===== config.mk =====
export PLATFORM = sky130hd
export DESIGN_NAME = nios_custom_dma_copy_engine
export DESIGN_NICKNAME = d
export VERILOG_FILES = /design/src/rtl/nios_custom_dma_pkg.sv /design/src/rtl/nios_custom_dma_csr.sv /design/src/rtl/nios_custom_dma_copy_engine.sv
export SDC_FILE = /design/constraint.sdc
export NUM_CORES = 1
export LEC_CHECK = 0
export CORE_MARGIN = 10
export CORE_UTILIZATION = 45
export DETAILED_ROUTE_END_ITERATION = 8
export HOLD_SLACK_MARGIN = 0.12
export PLACE_DENSITY = 0.81
export SLEW_MARGIN = 20
export SYNTH_ARGS = -nofsm -noshare
export SYNTH_HDL_FRONTEND = slang
export SYNTH_HIERARCHICAL = 1
export SYNTH_SLANG_ARGS = --single-unit

===== constraint.sdc =====
create_clock -name clk -period 2.6 [get_ports clk]
set_input_delay 0.52 -clock clk [delete_from_list [all_inputs] [get_ports clk]]
set_output_delay 0.52 -clock clk [all_outputs]
set_load 0.005 [all_outputs]

===== src/rtl/nios_custom_dma_pkg.sv =====
// Shared definitions for the Nios II DMA copy engine:
// default widths, CSR word offsets, CTRL/STAT bit positions and the FSM state type.
package nios_custom_dma_pkg;

  localparam int ADDR_W_DEF = 10;
  localparam int DATA_W_DEF = 32;
  localparam int LEN_W_DEF  = 11;

  // CSR word offsets
  localparam logic [1:0] CSR_SRC  = 2'd0;
  localparam logic [1:0] CSR_DST  = 2'd1;
  localparam logic [1:0] CSR_LEN  = 2'd2;
  localparam logic [1:0] CSR_CTRL = 2'd3;

  // CTRL/STAT bit positions. On reads, bit 0 reports BUSY instead of GO.
  localparam int CTRL_GO   = 0;
  localparam int CTRL_DONE = 1;
  localparam int CTRL_IE   = 2;

  typedef enum logic [1:0] {
    ST_IDLE  = 2'd0,
    ST_RUN   = 2'd1,
    ST_DRAIN = 2'd2
  } state_e;

endpackage


===== src/rtl/nios_custom_dma_csr.sv =====
// CSR register file for the DMA copy engine.
// It holds the SRC, DST and LEN registers and the DONE and IE flags, and drives irq.
// Ports:
//   csr_*      Avalon-MM slave. Read data is registered and valid 1 cycle after csr_read.
//   busy_i     engine is not idle. While it is high, SRC/DST/LEN writes and GO are ignored.
//   done_set_i final write retired this cycle. DONE is set on the next edge.
//   go_o       single-cycle start pulse, issued only for an accepted GO with LEN != 0.
//   src_o/dst_o/len_o  current register values, latched by the engine on go_o.
//   irq_o      DONE & IE.
module nios_custom_dma_csr
  import nios_custom_dma_pkg::*;
#(
  parameter int ADDR_W = ADDR_W_DEF,
  parameter int DATA_W = DATA_W_DEF,
  parameter int LEN_W  = LEN_W_DEF
) (
  input  logic              clk,
  input  logic              reset,
  input  logic [1:0]        csr_address,
  input  logic              csr_chipselect,
  input  logic              csr_write,
  input  logic              csr_read,
  input  logic [DATA_W-1:0] csr_writedata,
  output logic [DATA_W-1:0] csr_readdata,
  input  logic              busy_i,
  input  logic              done_set_i,
  output logic              go_o,
  output logic [ADDR_W-1:0] src_o,
  output logic [ADDR_W-1:0] dst_o,
  output logic [LEN_W-1:0]  len_o,
  output logic              irq_o
);

  logic [ADDR_W-1:0] src_q;
  logic [ADDR_W-1:0] dst_q;
  logic [LEN_W-1:0]  len_q;
  logic              done_q;
  logic              ie_q;
  logic [DATA_W-1:0] readdata_q;
  logic [DATA_W-1:0] rd_mux;
  logic              wr_en;
  logic              ctrl_wr;
  logic              go_acc;
  logic              len_zero;
  logic              unused_wdata;

  assign unused_wdata = ^csr_writedata[DATA_W-1:LEN_W];

  assign wr_en    = csr_chipselect & csr_write;
  assign ctrl_wr  = wr_en && (csr_address == CSR_CTRL);
  assign go_acc   = ctrl_wr && csr_writedata[CTRL_GO] && !busy_i;
  assign len_zero = (len_q == '0);
  assign go_o     = go_acc && !len_zero;

  always_comb begin
    rd_mux = '0;
    case (csr_address)
      CSR_SRC: rd_mux[ADDR_W-1:0] = src_q;
      CSR_DST: rd_mux[ADDR_W-1:0] = dst_q;
      CSR_LEN: rd_mux[LEN_W-1:0]  = len_q;
      default: begin
        rd_mux[CTRL_GO]   = busy_i;
        rd_mux[CTRL_DONE] = done_q;
        rd_mux[CTRL_IE]   = ie_q;
      end
    endcase
  end

  always_ff @(posedge clk) begin
    if (reset) begin
      src_q      <= '0;
      dst_q      <= '0;
      len_q      <= '0;
      done_q     <= 1'b0;
      ie_q       <= 1'b0;
      readdata_q <= '0;
    end else begin
      if (wr_en && !busy_i) begin
        case (csr_address)
          CSR_SRC: src_q <= csr_writedata[ADDR_W-1:0];
          CSR_DST: dst_q <= csr_writedata[ADDR_W-1:0];
          CSR_LEN: len_q <= csr_writedata[LEN_W-1:0];
          default: ;
        endcase
      end
      if (ctrl_wr) ie_q <= csr_writedata[CTRL_IE];
      // Completion, or a zero-length GO, wins over a same-cycle W1C.
      // A real start clears DONE from the previous run.
      if (done_set_i || (go_acc && len_zero)) done_q <= 1'b1;
      else if (go_acc)                        done_q <= 1'b0;
      else if (ctrl_wr && csr_writedata[CTRL_DONE]) done_q <= 1'b0;
      if (csr_chipselect && csr_read) readdata_q <= rd_mux;
    end
  end

  assign csr_readdata = readdata_q;
  assign src_o        = src_q;
  assign dst_o        = dst_q;
  assign len_o        = len_q;
  assign irq_o        = done_q & ie_q;

endmodule


===== src/rtl/nios_custom_dma_copy_engine.sv =====
// DMA copy engine top level.
// It copies LEN words from the source RAM to the destination RAM at 1 word per cycle.
// Ports:
//   csr_*  CSR slave: 0=SRC, 1=DST, 2=LEN, 3=CTRL/STAT.
//   src_*  read master on the source RAM. Read latency is 1 cycle and there is no waitrequest.
//   dst_*  write master on the destination RAM. Byte enables are always 4'hF.
//   irq    level interrupt, DONE & IE.
module nios_custom_dma_copy_engine
  import nios_custom_dma_pkg::*;
#(
  parameter int ADDR_W = ADDR_W_DEF,
  parameter int DATA_W = DATA_W_DEF,
  parameter int LEN_W  = LEN_W_DEF
) (
  input  logic              clk,
  input  logic              reset,
  input  logic [1:0]        csr_address,
  input  logic              csr_chipselect,
  input  logic              csr_write,
  input  logic              csr_read,
  input  logic [DATA_W-1:0] csr_writedata,
  output logic [DATA_W-1:0] csr_readdata,
  output logic [ADDR_W-1:0] src_address,
  output logic              src_chipselect,
  input  logic [DATA_W-1:0] src_readdata,
  output logic [ADDR_W-1:0] dst_address,
  output logic              dst_chipselect,
  output logic              dst_write,
  output logic [3:0]        dst_byteenable,
  output logic [DATA_W-1:0] dst_writedata,
  output logic              irq
);

  localparam logic [ADDR_W-1:0] ADDR_ONE = 1;
  localparam logic [LEN_W-1:0]  LEN_ONE  = 1;

  state_e            state_q, state_d;
  logic [ADDR_W-1:0] rd_addr_q, rd_addr_d;
  logic [ADDR_W-1:0] wr_addr_q, wr_addr_d;
  logic [LEN_W-1:0]  remain_q, remain_d;
  logic              rd_valid_q;
  logic              go;
  logic              busy;
  logic [ADDR_W-1:0] cfg_src;
  logic [ADDR_W-1:0] cfg_dst;
  logic [LEN_W-1:0]  cfg_len;

  assign busy = (state_q != ST_IDLE);

  nios_custom_dma_csr #(
    .ADDR_W(ADDR_W),
    .DATA_W(DATA_W),
    .LEN_W (LEN_W)
  ) u_csr (
    .clk           (clk),
    .reset         (reset),
    .csr_address   (csr_address),
    .csr_chipselect(csr_chipselect),
    .csr_write     (csr_write),
    .csr_read      (csr_read),
    .csr_writedata (csr_writedata),
    .csr_readdata  (csr_readdata),
    .busy_i        (busy),
    .done_set_i    (state_q == ST_DRAIN),
    .go_o          (go),
    .src_o         (cfg_src),
    .dst_o         (cfg_dst),
    .len_o         (cfg_len),
    .irq_o         (irq)
  );

  always_comb begin
    state_d   = state_q;
    rd_addr_d = rd_addr_q;
    remain_d  = remain_q;
    wr_addr_d = wr_addr_q;
    // The write side trails the read side by exactly one cycle.
    // rd_valid_q is never set in IDLE, so a start cannot race this increment.
    if (rd_valid_q) wr_addr_d = wr_addr_q + ADDR_ONE;
    case (state_q)
      ST_IDLE: begin
        if (go) begin
          state_d   = ST_RUN;
          rd_addr_d = cfg_src;
          wr_addr_d = cfg_dst;
          remain_d  = cfg_len;
        end
      end
      ST_RUN: begin
        rd_addr_d = rd_addr_q + ADDR_ONE;
        remain_d  = remain_q - LEN_ONE;
        if (remain_q == LEN_ONE) state_d = ST_DRAIN;
      end
      ST_DRAIN: state_d = ST_IDLE;
      default:  state_d = ST_IDLE;
    endcase
  end

  always_ff @(posedge clk) begin
    if (reset) begin
      state_q    <= ST_IDLE;
      rd_addr_q  <= '0;
      wr_addr_q  <= '0;
      remain_q   <= '0;
      rd_valid_q <= 1'b0;
    end else begin
      state_q    <= state_d;
      rd_addr_q  <= rd_addr_d;
      wr_addr_q  <= wr_addr_d;
      remain_q   <= remain_d;
      rd_valid_q <= (state_q == ST_RUN);
    end
  end

  // Addresses and data are gated to 0 whenever their strobe is idle.
  assign src_chipselect = (state_q == ST_RUN);
  assign src_address    = src_chipselect ? rd_addr_q : '0;
  assign dst_chipselect = rd_valid_q;
  assign dst_write      = rd_valid_q;
  assign dst_address    = rd_valid_q ? wr_addr_q : '0;
  assign dst_writedata  = rd_valid_q ? src_readdata : '0;
  assign dst_byteenable = 4'hF;

endmodule


======== Yosys cells after proc, flatten, opt, wreduce, memory -nomap -nowiden ========
Index checks and enable logic that the tools add are counted.
word-level totals
  output and inout port bits .............. 92
  logic and storage cells ................. 65
  bits in registers ....................... 78
  input bits .............................. 71
cells by class
  $add $sub $neg .......................... 3
  muxes and demuxes ....................... 19
  equal/unequal tests ..................... 8
  reduce and logical (&&, ||, !) cells .... 22
  bitwise gates (word level) .............. 2
operators with widths
  operator                                                                 number
  10-bit 2-to-1 mux                                                        6
  32-bit 2-to-1 mux                                                        1
  11-bit case mux with 2 select lines                                      1
  7-bit case mux with 3 select lines                                       1
  10-bit by 1-bit adder with 10-bit output, second input constant          2
  10-bit case mux with 2 select lines                                      1
  11-bit by 1-bit equality test with 1-bit output, second input constant   1
  11-bit zero test                                                         1
  11-bit 2-to-1 mux                                                        1
  11-bit by 1-bit subtractor with 11-bit output, second input constant     1
  2-bit AND reduction                                                      5
  3-bit case mux with 3 select lines                                       1
  1-bit logical AND                                                        8
  2-bit equality test, second input constant                               3
  2-bit by 1-bit equality test with 1-bit output, second input constant    2
  2-bit zero test                                                          2
  1-bit 2-to-1 mux                                                         4
  2-bit 2-to-1 mux                                                         2
  2-bit case mux with 2 select lines                                       1
  2-bit nonzero test                                                       2
  3-bit nonzero test                                                       1
  1-bit AND                                                                2
  1-bit zero test                                                          2
  2-bit by 1-bit inequality test with 1-bit output, second input constant  1
  2 further kinds                                                          2

======== Longest topological paths before layout ========
Gate-level depths: netlist of run 1.
  depth in word-level cells ............... 7
  gate-level depth with buffers ........... 11
  gate-level depth less buffers ........... 8

======== Hierarchy ========
Netlist of run 1, hierarchy kept.
by module, submodules not included
  module                       cells an instance  instances  area an instance (um2)
  nios_custom_dma_copy_engine  291                1          2232.1
  nios_custom_dma_csr          251                1          2145.8

======== Least setup slack after synthesis of run 1 ========
No wires, ideal clock.
  path kind ............................... register to register
  start ................................... register state_q[1]
  end ..................................... register remain_q[10]
  data arrival time ....................... 2276 ps
  library setup time ...................... 131 ps
  stages on the path, launching flop included .. 12
  path slack .............................. 193 ps
  path through ............................ dfxtp_1 > clkbuf_1 > inv_1 > nand2_1 > nand3b_1 > clkbuf_1 > nor3b_1 > clkbuf_1 > nand3_1 > clkbuf_1 > o2111ai_1 > o31ai_1
between the ends
  longest elaborated chain between the ends .. 6
  elaborated cells on any way between the ends .. 10
  classes of those cells .................. eq/ne: 2; mux: 1; reduce/logical: 7
ends and longest elaborated chain
  what                             RTL line                            text
  start: declaration               nios_custom_dma_copy_engine.sv:37   state_e state_q, state_d;
  start signal: assignment         nios_custom_dma_copy_engine.sv:107  state_q <= state_d;
  2-bit nonzero test               nios_custom_dma_copy_engine.sv:48   assign busy = (state_q != ST_IDLE);
  named net busy                   nios_custom_dma_copy_engine.sv:43   logic busy;
  1-bit zero test                  nios_custom_dma_csr.sv:51           assign go_acc = ctrl_wr && csr_writedata[CTRL_GO] && !busy_i;
  1-bit logical AND                nios_custom_dma_csr.sv:51
  1-bit logical AND                nios_custom_dma_csr.sv:53           assign go_o = go_acc && !len_zero;
  named net go                     nios_custom_dma_copy_engine.sv:42   logic go;
  2-bit inequality test (no line)  --
  2-bit AND reduction (no line)    --
  end signal: assignment           nios_custom_dma_copy_engine.sv:110  remain_q <= remain_d;
  end: declaration                 nios_custom_dma_copy_engine.sv:40   logic [LEN_W-1:0] remain_q, remain_d;
The timed path passes the listed nets, and every way through them passes these cells.
A chain may end at the register's enable or synchronous reset.

======== Worst setup path after layout of run 1 ========
  start ................................... register state_q[1]
  end ..................................... output port src_address[7]
between the ends
  longest elaborated chain between the ends .. 2
ends and longest elaborated chain
  what                                            RTL line                            text
  2-bit by 1-bit equality test with 1-bit output  nios_custom_dma_copy_engine.sv:116  assign src_chipselect = (state_q == ST_RUN);
  10-bit 2-to-1 mux                               nios_custom_dma_copy_engine.sv:117  assign src_address = src_chipselect ? rd_addr_q : '0;
  end: declaration                                nios_custom_dma_copy_engine.sv:23   output logic [ADDR_W-1:0] src_address,
Every way passes these cells.

==> impl_metrics.yaml, run 1 <==
yosys:
  yosys.area_share.simple: 0.247
  synth_top_area_cell: "dfxtp_1"
  synth-compound-area-share: 0.210
  netlist_area_sq_um: 4380
  syn_inst: 542
  synth-xor-area-share: 0.0220
  synth_seq_cells: 78
  syn_area_per_cell_sq_um: 8.08
  synth.area.mux_share: 0.0434
  synthArstFlopShare: 0
  synthAdderAreaFrac: 0.0143
  synth_area_leaders: "dfxtp_1, and2_1, a21oi_1"
  synth-seq-area-share: 0.357
  synth-edff-count: 0
  synth_top_area_frac: 0.357
  synth_flop_cell: "dfxtp_1"
  synth_top_family_by_area: "simple AND/OR/NAND/NOR gates"
  yosysUniqueCellTypes: 60
  yosys_warnings: 6
drt:
  drt-wirelength-per-cell_microns: 17.7
  drtAntennaViolNets: 0
  drc: 0
  drt_iter0_drc: 391
  dr.pass1.iters: 5
  vias_per_cell: 5.64
  wirelength_mm: 13.7
  num_vias: 4365
timing:
  drv_slew: 0
  tns_ns: 0
  setup_slack_ns: 0.168
  hold_viol: 0
  finalSetupViolCount: 0
  clock-skew-final_ns: 0.00918
  rsz0062_at_grt: "no"
  min_period_ns: 2.43
  maxSlewHeadroom: 0.576
  post-route-period-util: 0.936
  fmax_mhz: 411
  tightest_slew_ns: 0.636
clocking:
  cts-buffers-inserted: 9
  cts.sinks: 78
  insertion_delay_ns: 0.36
  cts_root_buffer: "clkbuf_8"
  postCtsResizedCells: 0
  htreeDepth: 3
  cts_tree: "done"
  cts_buffer_depth: 2
  cts_setup_buffers: 0
  ctsHoldBuffers: 0
  clk_pin_slew_worst_paths_ns: 0.09
power:
  p_leak_nw: 2.08
  powerDensity_nw_per_um2: 414
  ir_worst_vdd_uv: 291
critical_path:
  r2r-end: "rd_addr_q[5]$_SDFFE_PP0P_"
  crit_buf_inv: 2
  rrSetupSlack_ns: 0.38
  cp_slowest_cell: "clkdlybuf4s50_1"
  cp_cell_sequence: "nand2b_1 > inv_1 > and2_1 > clkdlybuf4s50_1"
  crit_path_max_incr_delay_ns: 0.51
  crit_fanout: 12
  path_class: "reg -> out"
  arrival_ns: 1.91
  cp-startpoint: "state_q[1]$_SDFFE_PP0P_"
  cp_top_family: "buffers and inverters"
  r2r-start: "state_q[1]$_SDFFE_PP0P_"
  cp.depth: 4
  start_kind: "flip-flop"
  crit_path_end: "src_address[7]"
  crit_required_ns: 2.08
  worst-r2r-cell-count: 9
  worstSetupEndpointType: "output pin"
outcome:
  status: "complete, no violations"
layout:
  fillCellCount: 858
  fin_util: 0.606
  final_cell_mix: "clkdlybuf4s50_1, dfxtp_1, and2_1"
  mostFrequentLayoutCell: "clkdlybuf4s50_1"
  nNetsFinal: 716
  num_antenna_cells: 0
  drive_gt1_frac: 0.0729
  area_growth_pct: 29.7
global_route:
  grt_pass1_wl_mm: 22.0
  grt_pass1_vias: 4257
  grt_max_degree: 53
  grt_overflow: 0
  antenna_found_initial: 0
  track_usage: 0.185
die:
  die_w_microns: 119
  num_io_pins: 163
  core_sq_um: 9370
  die_h_microns: 119
  num_rows: 35
  start_util: 0.467
  fp.dieArea_sq_um: 14100
placed_design:
  dp_slack_ns: 0.136
  hpwl_mm: 10.4
  port_buffers: 116
  gp_congestion: 0.864
flow_run:
  cap_violations: 0
hold_path:
  hp-class: "reg -> reg"
[power by group]
group | switching, mW | internal [mW]
Clock | 0.475 | 0.353
Sequential | 0.0240 | 1.22
Combinational | 0.144 | 0.137
Total | 0.642 | 1.71
[flip-flops by register name, indices dropped and copies added (netlist names), 2 cells and up]
signal	count
rd_addr_q	10
remain_q	11
state_q	2
u_csr/csr_readdata	11
u_csr/dst_o	10
u_csr/len_o	11
u_csr/src_o	10
wr_addr_q	10
[how the worst min path moves through the flow]
stage,start,to,slack [ns],cells past startpoint
detailed placement,u_csr/csr_readdata[10]$_SDFFE_PP0P_,u_csr/csr_readdata[10]$_SDFFE_PP0P_,0.45,2
finish,u_csr/csr_readdata[10]$_SDFFE_PP0P_,u_csr/csr_readdata[10]$_SDFFE_PP0P_,0.46,2
CTS,u_csr/csr_readdata[10]$_SDFFE_PP0P_,u_csr/csr_readdata[10]$_SDFFE_PP0P_,0.47,2
global route,u_csr/csr_readdata[1]$_SDFFE_PP0P_,u_csr/csr_readdata[1]$_SDFFE_PP0P_,0.49,2
global placement,u_csr/csr_readdata[10]$_SDFFE_PP0P_,u_csr/csr_readdata[10]$_SDFFE_PP0P_,0.45,2
floorplan,u_csr/dst_o[0]$_SDFFE_PP0P_,wr_addr_q[0]$_SDFF_PP0_,0.44,2
[per-stage QoR]
stage,cell area [sq um],hold WS (ns),cells,power [mW]
2_1_floorplan,4460,0.438,565,1.44
3_3_place_gp,5500,0.445,758,1.54
3_5_place_dp,5500,0.452,758,1.54
4_1_cts,5680,0.468,774,2.35
5_1_grt,5680,0.490,774,2.43
6_report,5680,0.463,774,2.35
[tightest hold or removal path, cell delays in order, from the launching register on]
cell and delay [ns]:
dfxtp_1 0.32, nand2_1 0.05, a21oi_1 0.05
[synthesized netlist by cell type, types with 2 or more instances]
library cell	n
nand3_1	42
o31ai_1	2
or3_1	3
a31oi_1	6
nor2b_1	2
or4_2	2
nor3_1	6
clkbuf_1	29
o22ai_1	4
and3_1	5
mux4_2	3
buf_6	4
buf_2	6
o2bb2ai_1	2
nor2_1	36
o21ai_1	2
o21ai_0	37
nor4_1	5
nor3b_1	2
ha_1	5
a2bb2oi_1	8
buf_4	28
o221ai_1	2
nand3b_1	2
nand2b_1	3
mux2i_1	10
xnor2_1	3
nand4_1	6
a22oi_1	3
and2_1	55
dfxtp_1	78
mux2_2	2
a211oi_1	19
xor2_1	8
or4_4	2
a21oi_1	51
a221oi_1	2
inv_1	11
nand2_1	24
conb_1	2
[routing by layer]
metal | global-route usage | wire, microns
met5 | 0.00347 | 0
met4 | 0.0603 | 219
met3 | 0.0547 | 1160
met2 | 0.312 | 6580
met1 | 0.220 | 5770
[area by class of cell]
cell class	count	area [sq um]	share of cell area
Multi-Input combinational cell	407	2440	0.430
Sequential cell	78	1560	0.275
Timing Repair Buffer	133	1300	0.228
Tap cell	129	161	0.0284
Clock buffer	10	128	0.0225
Clock inverter	6	47.5	0.00837
Inverter	11	41.3	0.00727
[cell families after synthesis]
logic type	Yosys count
other	2
DFF	78
xor gates and xnor gates	11
and+or+nand+nor	201
AOI/OAI and AO/OA	150
muxes	15
adders and majority gates	5
buffers and inverters	80
No activity file was read; power rests on OpenSTA's default activity.
==> inputs of run 2 (changes only) <==
Settings changed: PLACE_DENSITY 0.81 to unset, PLACE_DENSITY_LB_ADDON set to 0.2.
==> run 2 against run 1 <==
  * Worst setup slack got worse by 0.035 ns
  * Hold slack got worse by 0.027 ns
  * Non-clock buffer count increased by 2
  * Power increased by 4.1%
  * Combinational power about the same
  * Routed wire length decreased by 0.99%
  * Global-route usage decreased by 0.41 points
  * First-iteration DRC count decreased by 3.3%
  * Clock power increased by 12%
  * Clock skew increased by 0.0024 ns
  * Critical path type unchanged
==> impl_metrics.yaml, run 2 (synthesis results as in run 1) <==
die:
  die_w_microns: 119
  start_util: 0.467
  fp.dieArea_sq_um: 14100
  die_h_microns: 119
  num_rows: 35
  num_io_pins: 163
  core_sq_um: 9370
clocking:
  insertion_delay_ns: 0.35
  clk_pin_slew_worst_paths_ns: 0.08
  cts-buffers-inserted: 9
  cts_buffer_depth: 2
  htreeDepth: 3
  cts_setup_buffers: 0
  cts.sinks: 78
  ctsHoldBuffers: 0
  cts_tree: "done"
  postCtsResizedCells: 0
  cts_root_buffer: "clkbuf_8"
timing:
  drv_slew: 0
  min_period_ns: 2.47
  rsz0062_at_grt: "no"
  tns_ns: 0
  setup_slack_ns: 0.133
  post-route-period-util: 0.949
  finalSetupViolCount: 0
  hold_viol: 0
  clock-skew-final_ns: 0.0116
  maxSlewHeadroom: 0.622
  tightest_slew_ns: 0.567
  fmax_mhz: 405
  whs_ns: 0.436
hold_path:
  min_to: "dst_chipselect$_SDFF_PP0_"
  hp-class: "in -> reg"
  min_from: "reset"
  worstHoldPathCells: 2
critical_path:
  cp_cell_sequence: "nand2b_1 > inv_1 > and2_1 > clkdlybuf4s50_1"
  crit_fanout: 17
  path_class: "reg -> out"
  cp_top_family: "buffers and inverters"
  cp_slowest_cell: "clkdlybuf4s50_1"
  crit_required_ns: 2.08
  r2r-end: "rd_addr_q[5]$_SDFFE_PP0P_"
  worstSetupEndpointType: "output pin"
  arrival_ns: 1.95
  start_kind: "flip-flop"
  crit_buf_inv: 2
  worst-r2r-cell-count: 9
  r2r-start: "state_q[1]$_SDFFE_PP0P_"
  cp.depth: 4
  rrSetupSlack_ns: 0.55
  crit_path_max_incr_delay_ns: 0.51
drt:
  drt_iter0_drc: 378
  vias_per_cell: 5.58
  drtAntennaViolNets: 0
  dr.pass1.iters: 5
  drc: 0
  wirelength_mm: 13.6
  drt-wirelength-per-cell_microns: 17.5
  num_vias: 4322
layout:
  final_cell_mix: "clkdlybuf4s50_1, dfxtp_1, and2_1"
  fillCellCount: 858
  num_antenna_cells: 0
  area_growth_pct: 30.2
  nNetsFinal: 718
  mostFrequentLayoutCell: "clkdlybuf4s50_1"
  drive_gt1_frac: 0.0759
outcome:
  status: "complete, no violations"
global_route:
  grt_max_degree: 50
  grt_pass1_wl_mm: 21.5
  track_usage: 0.181
  antenna_found_initial: 0
  grt_pass1_vias: 4107
  grt_overflow: 0
power:
  finalPower_mw: 2.45
  powerDensity_nw_per_um2: 429
  sw_frac_of_total: 0.256
  comb_power_share: 0.115
  power_switching_mw: 0.626
  p_leak_nw: 2.09
  power.share.clock: 0.378
  ir_worst_vdd_uv: 316
  p_int_mw: 1.82
  seqPwrFrac: 0.507
placed_design:
  dp_slack_ns: 0.151
  hpwl_mm: 10.2
  port_buffers: 116
  gp_congestion: 0.876
flow_run:
  cap_violations: 0
==> run 2: cell type report <==
class                   instances  area (sq um)  share of cell area
multi-input cells             407          2440               0.428
well taps                     129           161              0.0283
flip-flops and latches         78          1560               0.274
inverters                      11          41.3             0.00724
clock buffers                  10           138              0.0241
clock inverters                 5          58.8              0.0103
repair buffers                135          1300               0.228
==> run 2: power groups by stage <==
stage / combinational, mW / clock [mW] / sequential [mW]
after floorplan: 0.178 / 0 / 1.26
after global placement: 0.272 / 0 / 1.27
after detailed placement: 0.275 / 0 / 1.27
after CTS: 0.276 / 0.929 / 1.24
final: 0.281 / 0.925 / 1.24
after global routing: 0.303 / 0.979 / 1.24
==> run 2: how the worst max path moves through the flow <==
stage                           endpoint               startpoint
6_report                  src_address[7]  state_q[1]$_SDFFE_PP0P_
4_1_cts                   src_address[7]  state_q[1]$_SDFFE_PP0P_
5_1_grt                   src_address[9]  state_q[1]$_SDFFE_PP0P_
2_1_floorplan  remain_q[10]$_SDFFE_PP0P_  state_q[1]$_SDFFE_PP0P_
3_5_place_dp   rd_addr_q[5]$_SDFFE_PP0P_           csr_chipselect
3_3_place_gp   rd_addr_q[5]$_SDFFE_PP0P_           csr_chipselect
==> run 2: stage by stage <==
stage	area [sq um]	std cells	utilization
floorplan	4460	565	-
global placement	5510	760	0.587
detailed placement	5510	760	0.587
CTS	5700	775	0.608
global route	5700	775	0.608
finish	5700	775	0.608
==> run 2: worst register-to-register path: stages, from the launching register on <==
cell	delay [ns]
dfxtp_1	0.35
inv_1	0.18
nand2_1	0.13
nand3b_1	0.19
nor3b_1	0.23
buf_4	0.22
nor3b_2	0.21
buf_4	0.20
a311oi_1	0.06
a211oi_1	0.21
==> run 2: metal layers <==
metal  track usage  part of all wire  wire length [microns]
met5             0                 0                      0
met4        0.0626             0.014                    184
met3        0.0438             0.084                   1140
met2         0.291              0.45                   6150
met1         0.231              0.45                   6120
